--- src/rtl/nibble_adder_pkg.sv ---
// rtl/nibble_adder_pkg.sv - shared constants and FSM state type for the nibble-serial adder
package nibble_adder_pkg;

  localparam int NIBBLE_W = 4;

  typedef enum logic [1:0] {
    IDLE = 2'd0,
    RUN  = 2'd1,
    DONE = 2'd2
  } state_t;

endpackage

--- src/rtl/nibble_adder_arbiter_fourbitadder.sv ---
// rtl/nibble_adder_arbiter_fourbitadder.sv - 4-bit ripple-carry adder shared by both requesters
module fourBitAdder (
  input  logic [3:0] i_a,
  input  logic [3:0] i_b,
  input  logic       i_cin,
  output logic [3:0] o_sum,
  output logic       o_cout
);

  logic [4:0] w_c;

  assign w_c[0] = i_cin;

  for (genvar i = 0; i < 4; i++) begin : g_fa
    assign o_sum[i]  = i_a[i] ^ i_b[i] ^ w_c[i];
    assign w_c[i+1]  = (i_a[i] & i_b[i]) | (w_c[i] & (i_a[i] ^ i_b[i]));
  end

  assign o_cout = w_c[4];

endmodule

--- src/rtl/nibble_adder_arbiter.sv ---
// rtl/nibble_adder_arbiter.sv - round-robin shared nibble-serial WIDTH-bit add/subtract unit
module nibble_adder_arbiter
  import nibble_adder_pkg::*;
#(
  parameter int WIDTH = 16
) (
  input  logic             clk,
  input  logic             rst_n,
  input  logic             req0_valid,
  output logic             req0_ready,
  input  logic [WIDTH-1:0] req0_a,
  input  logic [WIDTH-1:0] req0_b,
  input  logic             req0_sub,
  input  logic             req1_valid,
  output logic             req1_ready,
  input  logic [WIDTH-1:0] req1_a,
  input  logic [WIDTH-1:0] req1_b,
  input  logic             req1_sub,
  output logic             res_valid,
  input  logic             res_ready,
  output logic [WIDTH-1:0] res_sum,
  output logic             res_carry,
  output logic             res_id
);

  localparam int NIBBLES = WIDTH / NIBBLE_W;
  localparam int CW      = (NIBBLES > 1) ? $clog2(NIBBLES) : 1;

  state_t           r_state;
  logic             r_rr_ptr;
  logic [CW-1:0]    r_cnt;
  logic             r_carry;
  logic [WIDTH-1:0] r_a;
  logic [WIDTH-1:0] r_b;
  logic             r_id;
  logic             r_res_valid;
  logic [WIDTH-1:0] r_res_sum;
  logic             r_res_carry;

  logic                w_grant;
  logic                w_hs;
  logic                w_sub;
  logic [WIDTH-1:0]    w_a;
  logic [WIDTH-1:0]    w_b;
  logic [NIBBLE_W-1:0] w_a_nib;
  logic [NIBBLE_W-1:0] w_b_nib;
  logic [NIBBLE_W-1:0] w_sum;
  logic                w_cout;

  // Contention goes to the requester named by the round-robin pointer.
  assign w_grant = (req0_valid && req1_valid) ? r_rr_ptr : req1_valid;

  assign req0_ready = rst_n && (r_state == IDLE) && req0_valid && !w_grant;
  assign req1_ready = rst_n && (r_state == IDLE) && req1_valid &&  w_grant;
  assign w_hs       = req0_ready || req1_ready;

  assign w_sub = w_grant ? req1_sub : req0_sub;
  assign w_a   = w_grant ? req1_a   : req0_a;
  assign w_b   = w_grant ? req1_b   : req0_b;

  assign w_a_nib = r_a[r_cnt*NIBBLE_W +: NIBBLE_W];
  assign w_b_nib = r_b[r_cnt*NIBBLE_W +: NIBBLE_W];

  fourBitAdder u_adder (
    .i_a    (w_a_nib),
    .i_b    (w_b_nib),
    .i_cin  (r_carry),
    .o_sum  (w_sum),
    .o_cout (w_cout)
  );

  always_ff @(posedge clk) begin
    if (!rst_n) begin
      r_state     <= IDLE;
      r_rr_ptr    <= 1'b0;
      r_cnt       <= '0;
      r_carry     <= 1'b0;
      r_id        <= 1'b0;
      r_res_valid <= 1'b0;
      r_res_sum   <= '0;
      r_res_carry <= 1'b0;
    end else begin
      case (r_state)
        IDLE: begin
          if (w_hs) begin
            // Subtract is A + ~B + 1: invert B here and seed the carry with sub.
            r_a     <= w_a;
            r_b     <= w_b ^ {WIDTH{w_sub}};
            r_id    <= w_grant;
            r_carry <= w_sub;
            r_cnt   <= '0;
            r_state <= RUN;
          end
        end
        RUN: begin
          r_res_sum[r_cnt*NIBBLE_W +: NIBBLE_W] <= w_sum;
          r_carry <= w_cout;
          r_cnt   <= r_cnt + CW'(1);
          if (r_cnt == CW'(NIBBLES - 1)) begin
            r_res_carry <= w_cout;
            r_res_valid <= 1'b1;
            r_state     <= DONE;
          end
        end
        DONE: begin
          if (res_ready) begin
            r_res_valid <= 1'b0;
            r_rr_ptr    <= ~r_id;
            r_state     <= IDLE;
          end
        end
        default: r_state <= IDLE;
      endcase
    end
  end

  assign res_valid = r_res_valid;
  assign res_sum   = r_res_sum;
  assign res_carry = r_res_carry;
  assign res_id    = r_id;

endmodule
--- config.mk ---
export PLATFORM = sky130hd
export DESIGN_NAME = nibble_adder_arbiter
export DESIGN_NICKNAME = d
export VERILOG_FILES = /design/src/rtl/nibble_adder_pkg.sv /design/src/rtl/nibble_adder_arbiter_fourbitadder.sv /design/src/rtl/nibble_adder_arbiter.sv
export SDC_FILE = /design/constraint.sdc
export NUM_CORES = 1
export LEC_CHECK = 0
export CORE_MARGIN = 10
export CORE_UTILIZATION = 42
export CTS_CLUSTER_DIAMETER = 150
export CTS_CLUSTER_SIZE = 16
export DETAILED_ROUTE_END_ITERATION = 7
export GPL_ROUTABILITY_DRIVEN = 0
export GPL_TIMING_DRIVEN = 0
export MAX_ROUTING_LAYER = met4
export PLACE_DENSITY_LB_ADDON = 0.08
export SLEW_MARGIN = 20
export SYNTH_ARGS = -nofsm -noshare
export SYNTH_HDL_FRONTEND = slang
export SYNTH_SLANG_ARGS = --single-unit
export TNS_END_PERCENT = 20
--- constraint.sdc ---
create_clock -name clk -period 2.8 [get_ports clk]
set_input_delay 0.28 -clock clk [delete_from_list [all_inputs] [get_ports clk]]
set_output_delay 0.28 -clock clk [all_outputs]
set_load 0.005 [all_outputs]
[Word-level counts from Yosys, hierarchy flattened]
Cells that the tools add are included.
Storage, ports and cells
  word-level logic and storage cells: 78
  memories kept: 0
  bits in registers: 57
  bits in read-only memories: 0
  output and inout bits: 21
  bits in latches: 0
  memory bits (writable): 0
Operators by class
  add/subtract/negate cells: 2
  equal/unequal tests: 6
  muxes and demuxes: 16
  bitwise logic cells: 22
  $mul: 0
  order comparisons: 0
  div/mod/pow operators: 0
  reduce and logical (&&, ||, !) cells: 18
  shift-type cells: 4
Operators with widths (number)
  $neg A4 Y34: 1
  $shift A4 B34 Y16 const A: 1
  $shiftx A4 B34 Y16: 1
  $mux W16: 2
  $shiftx A16 B5 Y4: 2
  $bwmux W16: 1
  $xor A16 B16 Y16: 1
  $reduce_and A3 Y1: 3
  $and A1 B1 Y1: 8
  $mux W2: 4
  $reduce_and A2 Y1: 4
  $xor A1 B1 Y1: 8
  $logic_and A1 B1 Y1: 6
  $ne A2 B2 Y1 const B: 3
  $pmux W2 S3: 1
  $mux W1: 5
  $eq A2 B2 Y1 const B: 2
  $or A1 B1 Y1: 4
  $pmux W1 S2: 2
  $pmux W2 S2: 1
  $reduce_bool A2 Y1: 2
  $add A2 B1 Y2 const B: 1
  $eq A2 B1 Y1 const B: 1
  $logic_not A2 Y1: 1
  3 further kinds: 3

[Depth between registers and ports, before layout]
  depth in word-level cells: 11
  depth in mapped cells: 12

[Hierarchy]
From an unflattened synthesis, not the netlist that was laid out.
Second synthesis, totals
  cell total of the unflattened synthesis: 232
  area total of the unflattened synthesis: 2977.9 µm²
Modules (own cells, without submodules)
  nibble_adder_arbiter: times used 1, area each 2860.2 µm², cells each 218
  fourBitAdder: times used 1, area each 117.6 µm², cells each 14

[Worst setup path before layout]
No wires, ideal clock.
  path kind: reg2reg
  start: reg r_cnt[0]
  end: reg r_res_sum[11] (netlist: res_sum[11])
  library setup time: 0.118 ns
  setup slack: -0.080 ns
  data required time: 2.682 ns
  cell stages (with the launch flop): 11
  arrival time: 2.762 ns
  period minus slack after synthesis: 2.880 ns
  cells stage by stage: dfxtp_1 buf_2 mux4_2 fa_1 inv_1 fa_1 fa_1 inv_1 fa_1 a22oi_1 nor2b_1
Between the ends
  word-level cells in the longest chain between the ends: 11
RTL lines
  start: declaration: line nibble_adder_arbiter.sv:31  | logic [CW-1:0] r_cnt;
  start signal: assignment: line nibble_adder_arbiter.sv:98  | r_cnt <= r_cnt + CW'(1);
  $shiftx A16 B5 Y4 (on tied branches): line nibble_adder_arbiter.sv:61, nibble_adder_arbiter.sv:62
  $xor A1 B1 Y1: line nibble_adder_arbiter_fourbitadder.sv:15, nibble_adder_arbiter_fourbitadder.sv:16
  $and A1 B1 Y1: line nibble_adder_arbiter_fourbitadder.sv:16  | assign w_c[i+1] = (i_a[i] & i_b[i]) | (w_c[i] & (i_a[i] ^ i_b[i]));
  $or A1 B1 Y1: line nibble_adder_arbiter_fourbitadder.sv:16
  $and A1 B1 Y1: line nibble_adder_arbiter_fourbitadder.sv:16
  $or A1 B1 Y1: line nibble_adder_arbiter_fourbitadder.sv:16
  $and A1 B1 Y1: line nibble_adder_arbiter_fourbitadder.sv:16
  $or A1 B1 Y1: line nibble_adder_arbiter_fourbitadder.sv:16
  $xor A1 B1 Y1: line nibble_adder_arbiter_fourbitadder.sv:15  | assign o_sum[i] = i_a[i] ^ i_b[i] ^ w_c[i];
  $shiftx A4 B34 Y16: line nibble_adder_arbiter.sv:96  | r_res_sum[r_cnt*NIBBLE_W +: NIBBLE_W] <= w_sum;
  $bwmux W16 (*): line nibble_adder_arbiter.sv:96
  end signal: indexed assignment: line nibble_adder_arbiter.sv:96
  end: declaration: line nibble_adder_arbiter.sv:37  | logic [WIDTH-1:0] r_res_sum;
Every way passes the cells marked *; elsewhere a longest branch is shown, timed or not.
A chain may end at the register's enable or synchronous reset.

[Worst setup path in the final report]
  start: reg r_cnt[0]
  end: reg r_res_sum[7] (netlist: res_sum[7])
The elaborated chain is that of the path after synthesis.

==> run metrics <==
initial drt markers 47; worst endpoint data arrival time between 2000 and 3000 ps; 1st-pass router iterations 4; htree depth 3; CP startpoint r_cnt[0]$_SDFFE_PN0P_; Die H 104.3 microns; antenna violations before repair 0; end of the worst register-to-register path res_sum[7]$_SDFFE_PN0P_; die area approximately 0.011 sq mm; Fin. Hold Viols 0; fin area ~0.0043 sq mm; Synth cell types 44; Num CTS Buffers 9; Ys Warns 0; Critical Path End res_sum[7]$_SDFFE_PN0P_; total track usage about an eighth; R2R Path Start r_cnt[0]$_SDFFE_PN0P_; Ant. Diodes 0; R2R Setup Slk roughly 73 ps; static leakage 1.595 nW; top cells by count, synth edfxtp_1 (32), dfxtp_1 (25); crit path launch type register; relative slew slack between 60% and 70%; Tcrit/Tclk final approximately 97%; DP Worst Slack -445.1 ps; Tmin final roughly 2700 ps; Residual DRC 0; layout cells sized above 1 between 10% and 20%; Worst Tran Pin Value between 400 and 500 ps; Syn Inst Count between 200 and 250; clock latency on the worst-skew pair approximately 330 ps; slack of the critical path roughly 73 ps; WL met2 3.348 mm; Initial Util ~44%; dominant synthesized flop cell edfxtp_1; Cell Pwr Density 468.5 mW/mm^2; R2R cell count 10; post-synth net total approximately 320; Congestion Overflow GR 0; HP Class register to register; Cell Area, Synth 0.002984 sq mm; Worst Path Required about 3000 ps; RSZ-0062 raised after global routing true; placed cell count approximately 430; CTS Sinks 57; Post-Layout Cell Count 445; placed standard-cell area 0.004049 sq mm; Final nets 425; Post-synth EDFFs 32; Async S/R FF share, synth 0%; total design power ~2 mW; core region area about 0.007 sq mm; Root Driver clkbuf_8; via count about 2200; TritonCTS clock tree built; final WL 6.901 mm; Reg clk slew, reported paths 70 ps; met3 WL 299 microns; largest net degree at the start of global routing 30; post-DR vias/cell just under 5; Die W 104.3 microns; Worst VDD drop roughly 200 uV; post-synth top area share about a third; setup TNS 0 ps; Setup CP Type register to register; Avg WL per Cell about 16 microns; clock skew ~5.7 ps; number of global-route vias before repair approximately 2400; top layer in use met4; row cnt 30; Max Cap Viol 0; Yosys top cell by area edfxtp_1; post-synthesis sequential area ratio 48.97%; WL met1 3.113 mm; syn_area_per_cell 12.59 sq um; Setup-failing EPs final 0; top cells by area, synth edfxtp_1 (32%), dfxtp_1 (17%), mux2_2 (6.0%); Final HPWL DP between 5 and 6 mm; I/O Buffers 91; post-synthesis sequential element count 57; count leader, synth edfxtp_1; ANT nets after route 0; achievable clock frequency approximately 370 MHz; crit-path max FO 6; Setup crit end kind register; clk buf depth 2; first-pass GRT wire length 11.34 mm; Max Slew Vio Count 0; top-level port count 92; status finished clean; area grow syn2layout 43.35%
-- cells by family (layout without fill, tap and decap cells) --
kind of cell | after synthesis | count (layout) | synth area share (%)
buffers and inverters | 22 | 134 | 3.899
adder cells (fa/ha/maj) | 10 | 10 | 5.199
XOR/XNOR | 16 | 16 | 4.696
flip-flops | 57 | 57 | 48.97
AO/OA/AOI/OAI | 34 | 34 | 8.176
multiplexers | 41 | 41 | 18.20
AND/OR/NAND/NOR | 57 | 57 | 10.86
-- power breakdown --
group          internal (mW)  leakage (nW)  total, mW  switching [mW]
sequential             0.938         0.502      0.953          0.0151
clock                  0.314        0.0818      0.633           0.319
combinational          0.240          1.01      0.418           0.178
-- routing by layer --
metal | up-vias | global-route usage (%)
li1 | 1086 | -
met1 | 1031 | 16.11
met2 | 73 | 20.41
met3 | 14 | 3.656
met4 | 0 | 5.865
met5 | - | -
-- registers in the layout, summed over array words and instances (netlist names) --
| register | cells |
|---|---|
| r_carry | 1 |
| r_state | 2 |
| r_b | 16 |
| res_sum | 16 |
| r_cnt | 2 |
| r_rr_ptr | 1 |
| res_id | 1 |
| res_carry | 1 |
| res_valid | 1 |
| r_a | 16 |
-- worst max-delay path, cell delays in order (launching register included) --
cell	delay (ps)
dfxtp_4	350
buf_12	130
mux4_2	360
fa_2	180
inv_1	40
fa_2	340
fa_1	370
inv_1	90
fa_2	490
a22oi_1	180
nor2b_1	70
-- cell usage in the layout (no fill, tap or decap), types with 5 or more instances in the layout --
cell / netlist / routed
clkdlybuf4s50_1: 0 / 91
ha_1: 6 / 6
and2_1: 8 / 8
nor2b_1: 12 / 12
edfxtp_1: 32 / 32
a22oi_1: 8 / 7
dfxtp_1: 25 / 23
a21boi_0: 6 / 6
buf_4: 1 / 5
inv_1: 9 / 9
mux4_2: 8 / 8
xor2_1: 16 / 16
o21ai_0: 6 / 5
o2bb2ai_1: 8 / 8
clkbuf_8: 0 / 10
mux2i_1: 16 / 16
mux2_2: 16 / 16
nand2_1: 16 / 16
-- stage by stage --
stage                     utilization [%]  hold WS, ps
after floorplan                         -        433.8
after global placement              58.86        450.1
after detailed placement            59.27        459.7
after CTS                           62.45        468.6
after global routing                62.62        509.2
final                               62.62        460.7
-- layout make-up --
cell class | instances | area [sq um]
clock inverters | 6 | 35.03
fillers | 582 | 2554
repair buffers | 96 | 960.9
plain buffers | 12 | 103.9
flip-flops and latches | 57 | 1466
inverters | 10 | 37.54
multi-input cells | 158 | 1426
well taps | 96 | 120.1
clock buffers | 10 | 127.6
-- timing repair --
item / 4_1_cts / 5_1_grt
resized for setup: 8 / 5
hold buffers: 0 / 0
endpoints found under the setup margin: 10 / 5
pin swaps: 1 / 1
setup buffers: 4 / 0
-- worst min-delay path by stage --
stage	from	endpoint	slack [ps]	cells after the start
finish	res_carry$_SDFFE_PN0P_	res_carry$_SDFFE_PN0P_	460	2
global route	res_carry$_SDFFE_PN0P_	res_carry$_SDFFE_PN0P_	510	2
CTS	res_carry$_SDFFE_PN0P_	res_carry$_SDFFE_PN0P_	470	2
detailed placement	res_carry$_SDFFE_PN0P_	res_carry$_SDFFE_PN0P_	460	2
global placement	res_carry$_SDFFE_PN0P_	res_carry$_SDFFE_PN0P_	450	2
floorplan	rst_n	r_cnt[0]$_SDFFE_PN0P_	430	1
Power figures use the tool's default switching activity.
